### config.mk
export PLATFORM = sky130hd
export DESIGN_NAME = bus_transfer_sequencer_flat
export DESIGN_NICKNAME = d
export VERILOG_FILES = /design/src/rtl/bus_transfer_sequencer_if.sv /design/src/rtl/bus_transfer_sequencer.sv /design/src/flat_wrapper.sv
export SDC_FILE = /design/constraint.sdc
export NUM_CORES = 1
export LEC_CHECK = 0
export CORE_UTILIZATION = 30
export CTS_CLUSTER_DIAMETER = 40
export CTS_CLUSTER_SIZE = 20
export DETAILED_ROUTE_END_ITERATION = 10
export PLACE_DENSITY = 0.57
export SETUP_SLACK_MARGIN = 0.02
export SLEW_MARGIN = 40
export SYNTH_ARGS = -nofsm -noshare
export SYNTH_HDL_FRONTEND = slang
export SYNTH_SLANG_ARGS = --single-unit
### constraint.sdc
create_clock -name clock -period 4.09 [get_ports clock]
set_clock_uncertainty 0.15 [all_clocks]
set_input_delay 0.6135 -clock clock [delete_from_list [all_inputs] [get_ports clock]]
set_output_delay 0.6135 -clock clock [all_outputs]
set_load 0.02 [all_outputs]
### src/rtl/bus_transfer_sequencer_if.sv
// Handshake and bus-control bundle between the operation requester and the
// transfer sequencer.
interface bus_transfer_sequencer_if;
  logic        start;
  logic        op_mul;
  logic        use_imm;
  logic [3:0]  ra;
  logic [3:0]  rb;
  logic [3:0]  rc;
  logic        alu_done;
  logic [23:0] bus_sel;
  logic        Yin;
  logic        Zin;
  logic        alu_go;
  logic [15:0] reg_in;
  logic        HIin;
  logic        LOin;
  logic        busy;
  logic        done;
  logic        err;

  modport master (
    output start, op_mul, use_imm, ra, rb, rc, alu_done,
    input  bus_sel, Yin, Zin, alu_go, reg_in, HIin, LOin, busy, done, err
  );

  modport slave (
    input  start, op_mul, use_imm, ra, rb, rc, alu_done,
    output bus_sel, Yin, Zin, alu_go, reg_in, HIin, LOin, busy, done, err
  );
endinterface

### src/rtl/bus_transfer_sequencer.sv
// Micro-step sequencer for the shared datapath bus: walks one ALU or MUL/DIV
// register transfer through its bus cycles with at most one bus source active.
module bus_transfer_sequencer #(
  parameter int unsigned WAIT_MAX = 64
) (
  input logic                    clock,
  input logic                    clear,
  bus_transfer_sequencer_if.slave bus
);
  localparam int unsigned CNT_W   = 8;
  localparam int unsigned SEL_W   = 24;
  localparam int unsigned REG_W   = 16;
  localparam int unsigned IDX_W   = 4;
  localparam int unsigned SEL_ZHI = 18;
  localparam int unsigned SEL_ZLO = 19;
  localparam int unsigned SEL_C   = 23;
  localparam logic [CNT_W-1:0] WAIT_LAST = CNT_W'(WAIT_MAX - 1);

  typedef enum logic [3:0] {
    IDLE, T1, T2, WAIT, ZLD, TLO, THI, TWR, DONE
  } state_t;

  state_t             state, stateNext;
  logic [CNT_W-1:0]   waitCnt, waitCntNext;
  logic               opMul, opMulNext;
  logic               useImm, useImmNext;
  logic [IDX_W-1:0]   dstReg, dstRegNext;
  logic [IDX_W-1:0]   srcB, srcBNext;
  logic [IDX_W-1:0]   srcC, srcCNext;

  logic [SEL_W-1:0]   busSel, busSelNext;
  logic [REG_W-1:0]   regIn, regInNext;
  logic               yIn, yInNext;
  logic               zIn, zInNext;
  logic               aluGo, aluGoNext;
  logic               hiIn, hiInNext;
  logic               loIn, loInNext;
  logic               busyQ, busyNext;
  logic               doneQ, doneNext;
  logic               errQ, errNext;

  // State, counter, latched operation fields and registered control outputs.
  always_ff @(posedge clock or posedge clear) begin
    if (clear) begin
      state   <= IDLE;
      waitCnt <= '0;
      opMul   <= 1'b0;
      useImm  <= 1'b0;
      dstReg  <= '0;
      srcB    <= '0;
      srcC    <= '0;
      busSel  <= '0;
      regIn   <= '0;
      yIn     <= 1'b0;
      zIn     <= 1'b0;
      aluGo   <= 1'b0;
      hiIn    <= 1'b0;
      loIn    <= 1'b0;
      busyQ   <= 1'b0;
      doneQ   <= 1'b0;
      errQ    <= 1'b0;
    end else begin
      state   <= stateNext;
      waitCnt <= waitCntNext;
      opMul   <= opMulNext;
      useImm  <= useImmNext;
      dstReg  <= dstRegNext;
      srcB    <= srcBNext;
      srcC    <= srcCNext;
      busSel  <= busSelNext;
      regIn   <= regInNext;
      yIn     <= yInNext;
      zIn     <= zInNext;
      aluGo   <= aluGoNext;
      hiIn    <= hiInNext;
      loIn    <= loInNext;
      busyQ   <= busyNext;
      doneQ   <= doneNext;
      errQ    <= errNext;
    end
  end

  // Next state, then outputs decoded from the state being entered so the
  // registered outputs line up with that state's cycle.
  always_comb begin
    stateNext   = state;
    waitCntNext = waitCnt;
    opMulNext   = opMul;
    useImmNext  = useImm;
    dstRegNext  = dstReg;
    srcBNext    = srcB;
    srcCNext    = srcC;
    busSelNext  = '0;
    regInNext   = '0;
    yInNext     = 1'b0;
    zInNext     = 1'b0;
    aluGoNext   = 1'b0;
    hiInNext    = 1'b0;
    loInNext    = 1'b0;
    busyNext    = 1'b0;
    doneNext    = 1'b0;
    errNext     = 1'b0;

    unique case (state)
      IDLE: begin
        if (bus.start) begin
          stateNext  = T1;
          opMulNext  = bus.op_mul;
          useImmNext = bus.use_imm;
          dstRegNext = bus.ra;
          srcBNext   = bus.rb;
          srcCNext   = bus.rc;
        end
      end
      T1: stateNext = T2;
      T2: begin
        if (opMul) begin
          stateNext   = WAIT;
          waitCntNext = '0;
        end else begin
          stateNext = TWR;
        end
      end
      // alu_done on the final counted cycle still wins over the timeout.
      WAIT: begin
        if (bus.alu_done) begin
          stateNext = ZLD;
        end else if (waitCnt == WAIT_LAST) begin
          stateNext = DONE;
        end else begin
          waitCntNext = waitCnt + CNT_W'(1);
        end
      end
      ZLD:     stateNext = TLO;
      TLO:     stateNext = THI;
      THI:     stateNext = DONE;
      TWR:     stateNext = DONE;
      DONE:    stateNext = IDLE;
      default: stateNext = IDLE;
    endcase

    busyNext = (stateNext != IDLE);
    unique case (stateNext)
      T1: begin
        busSelNext = SEL_W'(1) << srcBNext;
        yInNext    = 1'b1;
      end
      T2: begin
        if (opMulNext) begin
          busSelNext = SEL_W'(1) << srcCNext;
          aluGoNext  = 1'b1;
        end else begin
          busSelNext = useImmNext ? (SEL_W'(1) << SEL_C) : (SEL_W'(1) << srcCNext);
          zInNext    = 1'b1;
        end
      end
      ZLD: zInNext = 1'b1;
      TLO: begin
        busSelNext = SEL_W'(1) << SEL_ZLO;
        loInNext   = 1'b1;
      end
      THI: begin
        busSelNext = SEL_W'(1) << SEL_ZHI;
        hiInNext   = 1'b1;
      end
      TWR: begin
        busSelNext = SEL_W'(1) << SEL_ZLO;
        regInNext  = REG_W'(1) << dstRegNext;
      end
      // The only path from WAIT straight to DONE is the timeout abort.
      DONE: begin
        doneNext = 1'b1;
        errNext  = (state == WAIT);
      end
      default: ;
    endcase
  end

  assign bus.bus_sel = busSel;
  assign bus.reg_in  = regIn;
  assign bus.Yin     = yIn;
  assign bus.Zin     = zIn;
  assign bus.alu_go  = aluGo;
  assign bus.HIin    = hiIn;
  assign bus.LOin    = loIn;
  assign bus.busy    = busyQ;
  assign bus.done    = doneQ;
  assign bus.err     = errQ;
endmodule

### src/flat_wrapper.sv
// flat-port wrapper written by rule: the top's interface ports become plain ports
module bus_transfer_sequencer_flat 
#(
  parameter int unsigned WAIT_MAX = 64
)
  (clock, clear, bus_start, bus_op_mul, bus_use_imm, bus_ra, bus_rb, bus_rc, bus_alu_done, bus_bus_sel, bus_Yin, bus_Zin, bus_alu_go, bus_reg_in, bus_HIin, bus_LOin, bus_busy, bus_done, bus_err);
  bus_transfer_sequencer_if bus_i ();
  input logic clock;
  input logic clear;
  input wire logic [$bits(bus_i.start)-1:0] bus_start;
  input wire logic [$bits(bus_i.op_mul)-1:0] bus_op_mul;
  input wire logic [$bits(bus_i.use_imm)-1:0] bus_use_imm;
  input wire logic [$bits(bus_i.ra)-1:0] bus_ra;
  input wire logic [$bits(bus_i.rb)-1:0] bus_rb;
  input wire logic [$bits(bus_i.rc)-1:0] bus_rc;
  input wire logic [$bits(bus_i.alu_done)-1:0] bus_alu_done;
  output wire logic [$bits(bus_i.bus_sel)-1:0] bus_bus_sel;
  output wire logic [$bits(bus_i.Yin)-1:0] bus_Yin;
  output wire logic [$bits(bus_i.Zin)-1:0] bus_Zin;
  output wire logic [$bits(bus_i.alu_go)-1:0] bus_alu_go;
  output wire logic [$bits(bus_i.reg_in)-1:0] bus_reg_in;
  output wire logic [$bits(bus_i.HIin)-1:0] bus_HIin;
  output wire logic [$bits(bus_i.LOin)-1:0] bus_LOin;
  output wire logic [$bits(bus_i.busy)-1:0] bus_busy;
  output wire logic [$bits(bus_i.done)-1:0] bus_done;
  output wire logic [$bits(bus_i.err)-1:0] bus_err;
  assign bus_i.start = bus_start;
  assign bus_i.op_mul = bus_op_mul;
  assign bus_i.use_imm = bus_use_imm;
  assign bus_i.ra = bus_ra;
  assign bus_i.rb = bus_rb;
  assign bus_i.rc = bus_rc;
  assign bus_i.alu_done = bus_alu_done;
  assign bus_bus_sel = bus_i.bus_sel;
  assign bus_Yin = bus_i.Yin;
  assign bus_Zin = bus_i.Zin;
  assign bus_alu_go = bus_i.alu_go;
  assign bus_reg_in = bus_i.reg_in;
  assign bus_HIin = bus_i.HIin;
  assign bus_LOin = bus_i.LOin;
  assign bus_busy = bus_i.busy;
  assign bus_done = bus_i.done;
  assign bus_err = bus_i.err;
  bus_transfer_sequencer #(.WAIT_MAX(WAIT_MAX)) u_core (.clock(clock), .clear(clear), .bus(bus_i));
endmodule
# == Yosys cells after proc, flatten, opt, wreduce, memory -nomap -nowiden ==
# Cells that the tools add are included.
# classes
addsub,1
mul,0
div_mod_pow,0
magnitude_cmp,0
n_eq_ne,18
shifts,3
n_mux,32
bitwise_logic,0
n_reduce_logical,6
# op_table
op,n
one-hot mux 24 bit (4 select lines),1
two-way mux 24 bit,2
"left shift 1 x 4 -> 24 bit, first input constant",2
two-way mux 4 bit,9
"== test 4 x 3 -> 1 bit, second input constant",8
one-hot mux 4 bit (7 select lines),1
two-way mux 8 bit,3
two-way mux 16 bit,1
one-hot mux 8 bit (2 select lines),1
"left shift 1 x 4 -> 16 bit, first input constant",1
"== test 4 x 2 -> 1 bit, second input constant",3
two-way mux 1 bit,12
"adder 8 x 1 -> 8 bit, second input constant",1
"== test 4 x 1 -> 1 bit, second input constant",2
"== test 8 x 6 -> 1 bit, second input constant",1
"== test 4 bit, second input constant",1
logical NOT 4 bit,1
"inequality test 2 bit, second input constant",2
AND reduction 4 bit,1
nonzero test 4 bit,1
OR reduction 2 bit,2
two-way mux 3 bit,1
"inequality test 2 x 1 -> 1 bit, second input constant",1
one-hot mux 1 bit (2 select lines),1
nonzero test 2 bit,1
# totals
ff_bits,74
latch_bits,0
ram_bits,0
rom_bits,0
input_bits,18
out_inout_bits,48
memories,0

# == Depth between registers and ports, before layout ==
# Gate-level depths: netlist of run 1.
# logic_depth
depth_word,7
depth_mapped,7
mapped_depth_nobuf,5

# == Worst setup path after synthesis of run 1 ==
# OpenSTA, ideal clock, no wires.
# synth_path
kind,register to register
from,register u_core.state[2]
to,"register u_core.busSel[23], in the netlist u_core.bus.bus_sel[23]"
setup_time_ns,0.120
arrival_time_ns,1.644
slack_ns,2.176
path_stages_with_launch,6
n_path_buf,0
period_less_slack_ns,1.914
path_cell_list,dfrtp_1 > nor4_4 > nand2_4 > clkinv_2 > mux2_2 > and3b_1
# synth_via
word_cells_on_any_way,28
cone_classes,12 x eq/ne; 2 x shift; 11 x mux; 3 x reduce/logical
# synth_rtl
item,line,rtl
from (decl),bus_transfer_sequencer.sv:23,"state_t state, stateNext;"
from (signal assigned),bus_transfer_sequencer.sv:63,state <= stateNext;
logical NOT 4 bit,bus_transfer_sequencer.sv:104,unique case (state)
two-way mux 1 bit,bus_transfer_sequencer.sv:104,
named net u_core.useImmNext,bus_transfer_sequencer.sv:26,"logic useImm, useImmNext;"
two-way mux 24 bit,bus_transfer_sequencer.sv:153,busSelNext = useImmNext ? (SEL_W'(1) << SEL_C) : (SEL_W'(1) << srcCNext);
two-way mux 24 bit,bus_transfer_sequencer.sv:149,if (opMulNext) begin
one-hot mux 24 bit (4 select lines),bus_transfer_sequencer.sv:143,unique case (stateNext)
named net u_core.busSelNext[23],bus_transfer_sequencer.sv:31,"logic [SEL_W-1:0] busSel, busSelNext;"
to (signal assigned),bus_transfer_sequencer.sv:70,busSel <= busSelNext;
to (decl),bus_transfer_sequencer.sv:31,
# The timed path passes the listed nets, and every way through them passes these cells.
# A chain may end at the register's enable or synchronous reset.

# == Worst setup path after layout of run 1 ==
# layout_path
from,register u_core.state[3]
to,"register u_core.busSel[3], in the netlist u_core.bus.bus_sel[3]"
# layout_via
word_cells_on_any_way,28
cone_classes,12 x eq/ne; 2 x shift; 11 x mux; 3 x reduce/logical
# layout_rtl
item,line,rtl
logical NOT 4 bit,bus_transfer_sequencer.sv:104,
two-way mux 4 bit,bus_transfer_sequencer.sv:104,
named net u_core.srcBNext[2],bus_transfer_sequencer.sv:28,"logic [IDX_W-1:0] srcB, srcBNext;"
left shift 1 x 4 -> 24 bit,bus_transfer_sequencer.sv:145,busSelNext = SEL_W'(1) << srcBNext;
one-hot mux 24 bit (4 select lines),bus_transfer_sequencer.sv:143,
named net u_core.busSelNext[3],bus_transfer_sequencer.sv:31,
# The timed path passes the listed nets, and every way through them passes these cells.

==> results of run 1 <==
logic make-up (layout without fill, tap and decap cells):
kind of cell	Yosys count	count (layout)
buf+inv	27	87
flops	67	67
fa+ha+maj	1	1
mux	3	3
simple gates	121	121
compound gates	59	59
other cells	1	5
state kept, by name (all words and copies together) (netlist names), 2 cells and up:
name	count
u_core.bus.reg_in	16
u_core.srcC	4
u_core.bus.bus_sel	19
u_core.dstReg	4
u_core.waitCnt	8
u_core.state	4
u_core.srcB	2
per-layer routing:
| layer | global-route usage | routed length [um] |
|---|---|---|
| met2 | 0.206 | 2970 |
| met5 | 0 | 0 |
| met4 | 0.0647 | 111 |
| met1 | 0.186 | 3170 |
| met3 | 0.0449 | 389 |
metrics by stage:
step / instances / cell area (um2) / total power (W) / util
finish: 472 / 3870 / 0.00233 / 0.411
floorplan: 283 / 2990 / 0.00149 / -
global placement: 456 / 3650 / 0.00171 / 0.387
detailed placement: 456 / 3650 / 0.00172 / 0.387
global route: 472 / 3870 / 0.00248 / 0.411
CTS: 472 / 3870 / 0.00235 / 0.411
power breakdown:
group	internal, W	total, W	switching [W]	leakage, nW
Sequential	0.000797	0.000947	0.000150	0.901
Clock	0.000347	0.000619	0.000272	0.110
Combinational	0.000316	0.000759	0.000444	0.586
cells in the final DEF (no fill, tap or decap), types with 2 or more instances in the layout:
cell type         n
a211oi_1          4
a21oi_1          11
a31oi_1           5
and2_1            3
bufinv_16         2
clkbuf_8          9
clkdlybuf4s50_1  60
clkinv_2          2
conb_1            5
dfrtp_1          67
inv_1             7
inv_6             2
mux2_2            3
nand2_1          32
nand2b_1          9
nand3_1           8
nand4_1           5
nand4b_1          5
nor2_1           24
nor2b_1           3
nor3_1            8
nor4b_2           4
o211ai_1          2
o21ai_0          10
o21ai_1           3
o22ai_1          10
o31a_1            2
o31ai_1           4
o32ai_1           6
or3_1             3
or4_1             3
how the worst max path moves through the flow:
stage                          startpoint                    end  slack [ps]
after floorplan                     clear        u_core.bus.HIin        1640
after global placement          bus_start  u_core.bus.bus_sel[4]        1290
after detailed placement        bus_start  u_core.bus.bus_sel[4]        1230
after CTS                 u_core.state[3]  u_core.bus.bus_sel[3]        1530
after global routing            bus_start   u_core.bus.reg_in[4]        1360
final                     u_core.state[3]  u_core.bus.bus_sel[3]        1510
worst reg2reg max path, stage by stage, from the launching register on:
cell,delay [ps]
dfrtp_1,550
nor4_4,650
nand2_4,230
clkinv_2,320
mux2_2,400
o22ai_1,200
cell type report:
| cell class | count | area (um2) |
|---|---|---|
| multi-input combinational | 189 | 1160 |
| clock inverter | 7 | 98.8 |
| sequential | 67 | 1680 |
| inverter | 10 | 38.8 |
| clock buffer | 9 | 124 |
| timing repair buffer | 61 | 608 |
| fill | 926 | 5550 |
| tap | 129 | 161 |
==> flow_summary.yaml, run 1 <==
logic_synthesis:
  yosys.area_share.simple: 0.236
  ys_seq_elements: 67
  synth_cell_types: 49
  netlist.top_cell.by_area: "dfrtp_1"
  ys_warn_count: 0
  yosysMostFrequentCell: "dfrtp_1"
  synthMuxAreaShare: 0.0114
  synth_cells: 279
  synthXorXnorAreaFrac: 0
  yosys-top-cells-count: "dfrtp_1, nand2_1, nor2_1, a21oi_1"
  synth-compound-area-share: 0.133
  synthArstFlopShare: 1.00
  synthTopCellsByArea: "dfrtp_1, nand2_1, nor2_1"
  synth_ff_type: "dfrtp_1"
  synth_area_per_cell_um2: 10.7
  syn_area_mm2: 0.00297
  synth_adder_area_share: 0.00421
  synth_top_area_frac: 0.564
  synth_top_family_by_area: "simple AND/OR/NAND/NOR gates"
  synth_edf_count: 0
  synth-seq-area-share: 0.564
sta:
  clock.fmax_mhz: 387
  fin_hold_ws_ps: 356
  setup_viol: 0
  final.period_utilization: 0.632
  relSlewSlack: 0.557
  period_needed_ps: 2580
  timing.final.ws_setup_ps: 1510
  setup_tns_ps: 0
  rsz0062_at_grt: "no"
  slew_viol_final: 0
  final-hold-violation-count: 0
  tightest_slew_ps: 660
cts:
  clock-sinks: 67
  path_clk_slew_ps: 70
  worstSkewPairLatency_ps: 350
  clockRootBuffer: "clkbuf_8"
  cts_hold_buf: 0
  htree_levels: 3
  cts_setup_buffers: 0
  cts-resized-gates: 0
  cts_tree: "yes"
  cts_made_buffers: 9
  clockBufferDepth: 2
drt:
  drc: 0
  dr.pass1.iters: 5
  wirelength_um: 6650
  drt.antenna.violating_nets: 0
  vias_per_cell: 4.87
  drt_iter0_drc: 118
  avgRoutedWirePerCell_um: 14.1
  num_vias: 2298
critical_path:
  r2r_end: "u_core.bus.bus_sel[3]"
  r2r_slack_ps: 1510
  crit_type: "reg2reg"
  slowest_stage: "nor4_4"
  cp_num_buf_inv: 1
  startpoint_type: "flip-flop"
  critPathMaxFanout: 25
  worstPathArrival_ps: 2690
  cp_cell_sequence: "nor4_4, nand2_4, clkinv_2, mux2_2, o22ai_1"
  rr_startpoint: "u_core.state[3]"
  end_kind: "flip-flop"
  cp.required_ps: 4200
  cp_top_family: "simple AND/OR/NAND/NOR gates"
  critPathMaxStageDelay_ps: 650
  reg2regPathDepth: 5
  worst-path-stages: 5
worst_hold_path:
  hold_depth: 1
  min_to: "u_core.srcB[2]"
  hp-class: "reg2reg"
  hp-start: "u_core.srcB[2]"
global_routing:
  grt_max_degree: 36
  antenna_found_initial: 0
  overflow: 0
  grt_usage: 0.140
  grt_pass1_vias: 2189
  grt_pass1_wl_um: 10900
floorplan:
  ios: 66
  rows: 35
  die_h_um: 102
  die_x_um: 102
  die_area_mm2: 0.0103
  start_util: 0.316
  core_area_mm2: 0.00942
placement:
  finalWeightedCongestion: 0.851
  dp_slack_ps: 1230
  dp_hpwl_um: 4530
  io_buffers: 60
flow_run:
  drv_cap: 0
run_status:
  outcome: "completed"
power:
  leakage_nw: 1.60
  irDropWorstVdd_mv: 0.294
  power_density_mw_per_mm2: 601
finish:
  fin_nets: 357
  area_delta_synth_final_pct: 30.1
  diodes: 0
  drive_gt1_frac: 0.102
Note: power is estimated with default switching activity, not from simulation.
==> inputs of run 2 (changes only) <==
- PLACE_DENSITY: 0.57 -> 0.59
- clock period: 4.09 -> 2.3 ns (I/O delays scaled with it)
==> run 2 against run 1 <==
Net effect: via count grew 1.5%; die area stayed put; clock power up 60%; register-to-register slack got worse by 1300 ps; global-route usage rose by 0.36 points; critical path depth is 1 higher; total power grew 79%.
==> flow_summary.yaml, run 2 (synthesis results as in run 1) <==
run_status:
  outcome: "completed"
cts:
  clock-sinks: 67
  htree_levels: 3
  cts_setup_buffers: 0
  worstSkewPairLatency_ps: 350
  cts_tree: "yes"
  cts_hold_buf: 0
  cts-resized-gates: 0
  clockBufferDepth: 2
  path_clk_slew_ps: 70
  clockRootBuffer: "clkbuf_8"
  cts_made_buffers: 9
sta:
  rsz0062_at_grt: "no"
  slew_viol_final: 0
  clock.fmax_mhz: 481
  tightest_slew_ps: 488
  setup_tns_ps: 0
  final.period_utilization: 0.904
  relSlewSlack: 0.671
  fin_hold_ws_ps: 246
  period_needed_ps: 2080
  final-hold-violation-count: 0
  setup_viol: 0
critical_path:
  reg2regPathDepth: 6
  crit_type: "reg2reg"
  r2r_end: "u_core.waitCnt[3]"
  cp_top_family: "simple AND/OR/NAND/NOR gates"
  critPathMaxFanout: 12
  startpoint_type: "flip-flop"
  cp.required_ps: 2420
  critPathMaxStageDelay_ps: 490
  r2r_slack_ps: 220
  cp_cell_sequence: "buf_4, nor3b_4, o211ai_4, buf_4, or3_1, a21oi_1"
  worstPathArrival_ps: 2200
  end_kind: "flip-flop"
  cp_num_buf_inv: 2
  rr_startpoint: "u_core.state[2]"
  critPathMostFrequentCell: "buf_4"
  slowest_stage: "dfrtp_1"
finish:
  layout_common_cells: "dfrtp_1, clkdlybuf4s50_1, nand2_1, nor2_1, buf_4"
  fillerInstances: 917
  drive_gt1_frac: 0.147
  final_common_cell: "dfrtp_1"
  largest_reg_flops: 19
  fin_nets: 374
  diodes: 0
  area_delta_synth_final_pct: 34.3
drt:
  dr.pass1.iters: 5
  wirelength_um: 6710
  vias_per_cell: 4.77
  drt_iter0_drc: 75
  drc: 0
  avgRoutedWirePerCell_um: 13.7
  drt.antenna.violating_nets: 0
  num_vias: 2332
worst_hold_path:
  hp-class: "in2async"
global_routing:
  grt_max_degree: 68
  gr-usage-met1: 0.196
  overflow: 0
  busiest_layer: "met2"
  grt_pass1_vias: 2272
  use_met2: 0.208
  antenna_found_initial: 0
  grt_pass1_wl_um: 11200
  met3_usage: 0.0414
  grt_usage: 0.144
placement:
  io_buffers: 60
  finalWeightedCongestion: 0.806
  dp_hpwl_um: 4760
power:
  irDropWorstVdd_mv: 0.285
  power_density_mw_per_mm2: 1040
  leakage_nw: 1.67
floorplan:
  die_x_um: 102
  core_area_mm2: 0.00942
  ios: 66
  die_h_um: 102
  rows: 35
  die_area_mm2: 0.0103
  start_util: 0.316
flow_run:
  drv_cap: 0
run 2: layout make-up:
cell class                 count  area (um2)  area share
clock inverter                 6        63.8      0.0160
sequential                    67        1680       0.420
inverter                      10        38.8     0.00971
clock buffer                  10         138      0.0345
timing repair buffer          78         748       0.187
tap                          129         161      0.0404
multi-input combinational    189        1170       0.293
run 2: worst max path at each step:
stage | cells past startpoint | end | startpoint | slack, ps
4_1_cts | 6 | u_core.waitCnt[3] | u_core.state[3] | 230
6_report | 6 | u_core.waitCnt[3] | u_core.state[2] | 220
3_3_place_gp | 6 | u_core.waitCnt[3] | bus_alu_done | 140
3_5_place_dp | 6 | u_core.waitCnt[3] | bus_alu_done | 110
2_1_floorplan | 1 | u_core.bus.HIin | clear | 120
5_1_grt | 6 | u_core.waitCnt[3] | u_core.state[2] | 60
run 2: tightest hold or removal path, delay by kind of cell:
kind     cells  cell delay, ps
buf+inv      3             800
run 2: per-stage QoR:
| step | instance area (um2) | utilization | instances | power (W) | setup WS, ps |
|---|---|---|---|---|---|
| 3_3_place_gp | 3790 | 0.402 | 473 | 0.00316 | 137 |
| 5_1_grt | 4000 | 0.424 | 489 | 0.00444 | 61.4 |
| 2_1_floorplan | 2990 | - | 283 | 0.00265 | 122 |
| 6_report | 4000 | 0.424 | 489 | 0.00415 | 220 |
| 4_1_cts | 3990 | 0.424 | 489 | 0.00419 | 229 |
| 3_5_place_dp | 3790 | 0.402 | 473 | 0.00318 | 111 |
run 2: where the power goes:
group / total, W / leakage (nW) / switching [W] / internal, W
clock: 0.000991 / 0.0987 / 0.000461 / 0.000529
combinational: 0.00151 / 0.675 / 0.000848 / 0.000665
sequential: 0.00165 / 0.901 / 0.000232 / 0.00142
run 2: per-layer routing:
layer | wire length [um] | vias up
met1 | 3240 | 1116
met3 | 328 | 9
met2 | 3040 | 66
met5 | 0 | -
li1 | - | 1141
met4 | 106 | 0
==> inputs of run 3 (changes only) <==
- PLACE_DENSITY: 0.59 -> 0.57
- clock period: 2.3 -> 2.1 ns (I/O delays scaled with it)
==> run 3 against run 2 <==
Net effect: final cell count is 1.6% higher; non-clock buffer count rose by 8; worst hold slack got worse by 22 ps; critical path depth shrank 2; die area unchanged; cell area up 1.8%; first-iteration DRC count rose by 2.7%; critical endpoint is now u_core.bus.bus_sel[0].
==> flow_summary.yaml, run 3 (synthesis results as in run 1) <==
sta:
  final.period_utilization: 0.923
  rsz0062_at_grt: "no"
  clock.fmax_mhz: 516
  final-hold-violation-count: 0
  timing.final.ws_setup_ps: 162
  setup_viol: 0
  slew_viol_final: 0
  period_needed_ps: 1940
  fin_hold_ws_ps: 224
finish:
  multi_input_area_mm2: 0.00117
  seqCellArea_mm2: 0.00168
  fin_util: 0.432
  drive_gt1_frac: 0.174
  fin_cells: 497
  fillerInstances: 905
  layout_common_cells: "dfrtp_1, clkdlybuf4s50_1, nand2_1, buf_4, nor2_1"
  final_common_cell: "dfrtp_1"
  fin_nets: 382
  area_delta_synth_final_pct: 36.7
  largest_reg_flops: 19
  diodes: 0
floorplan:
  die_h_um: 102
  start_util: 0.316
  die_x_um: 102
  rows: 35
  die_area_mm2: 0.0103
  core_area_mm2: 0.00942
  ios: 66
placement:
  io_buffers: 60
  dp_hpwl_um: 4950
  dpl.cell_count: 480
  finalWeightedCongestion: 0.848
  dp_slack_ps: -20.0
cts:
  cts_made_buffers: 9
  clock-sinks: 67
  htree_levels: 3
  clockRootBuffer: "clkbuf_8"
  path_clk_slew_ps: 80
  cts_hold_buf: 0
  cts_tree: "yes"
  worstSkewPairLatency_ps: 340
  clockBufferDepth: 2
critical_path:
  crit_type: "reg2reg"
  cp_top_family: "simple AND/OR/NAND/NOR gates"
  cp.required_ps: 2210
  cp_cell_sequence: "or4_4, o21ai_4, nand4b_1, o22ai_1"
  r2r_slack_ps: 160
  critPathMaxFanout: 10
  r2r_end: "u_core.bus.bus_sel[0]"
  end_kind: "flip-flop"
  reg2regPathDepth: 4
  startpoint_type: "flip-flop"
  worstPathArrival_ps: 2050
  worst-path-stages: 4
  critPathMaxStageDelay_ps: 650
  cp_num_buf_inv: 0
  rr_startpoint: "u_core.state[3]"
  slowest_stage: "or4_4"
drt:
  vias_per_cell: 4.78
  wirelength_um: 6830
  num_vias: 2378
  dr.pass1.iters: 4
  drc: 0
  drt.antenna.violating_nets: 0
  avgRoutedWirePerCell_um: 13.7
  drt_iter0_drc: 77
power:
  total_power_w: 0.00463
  irDropWorstVdd_mv: 0.347
  power_density_mw_per_mm2: 1140
  leakage_nw: 1.71
global_routing:
  grt_pass1_vias: 2344
  grt_pass1_wl_um: 11400
  grt_usage: 0.147
  grt_max_degree: 45
  antenna_found_initial: 0
  overflow: 0
flow_run:
  drv_cap: 0
run_status:
  outcome: "completed"
worst_hold_path:
  hp-class: "in2async"
run 3: repair_timing:
item / in CTS / in global routing
endpoints found under the setup margin: 0 / 16
gates resized for setup: 0 / 7
setup buffers: 0 / 1
run 3: worst max path at each step:
stage,from,end
3_3_place_gp,bus_start,u_core.bus.reg_in[4]
6_report,u_core.state[3],u_core.bus.bus_sel[0]
4_1_cts,u_core.state[3],u_core.bus.reg_in[11]
5_1_grt,u_core.waitCnt[0],u_core.bus.busy
3_5_place_dp,bus_alu_done,u_core.waitCnt[7]
2_1_floorplan,u_core.state[2],u_core.bus.bus_sel[23]
run 3: final cells by class:
type	count	share of cell area
Inverter	10	0.0105
Multi-Input combinational cell	189	0.288
Clock inverter	6	0.0160
Clock buffer	10	0.0339
Sequential cell	67	0.413
Tap cell	129	0.0397
Timing Repair Buffer	86	0.199
run 3: stage by stage:
stage / cell area (um2) / TNS (ps)
2_1_floorplan: 2990 / 0
3_3_place_gp: 3840 / 0
3_5_place_dp: 3840 / -20.0
4_1_cts: 4050 / 0
5_1_grt: 4070 / 0
6_report: 4070 / 0
run 3: where the power goes:
part           internal [W]  total, W  switching (W)
Sequential          0.00156   0.00178       0.000226
Combinational      0.000791   0.00176       0.000972
Clock              0.000580   0.00108       0.000501
Total               0.00293   0.00463        0.00170
run 3: worst min-delay path, stage by stage:
cell and delay, ps:
clkdlybuf4s50_1 440, clkinvlp_4 110, buf_12 230
run 3: metal layers:
| metal | global-route usage | up-vias | routed length (um) |
|---|---|---|---|
| met3 | 0.0352 | 7 | 335 |
| met2 | 0.225 | 68 | 3200 |
| li1 | - | 1157 | - |
| met1 | 0.193 | 1146 | 3220 |
| met5 | 0 | - | 0 |
| met4 | 0.0758 | 0 | 65 |
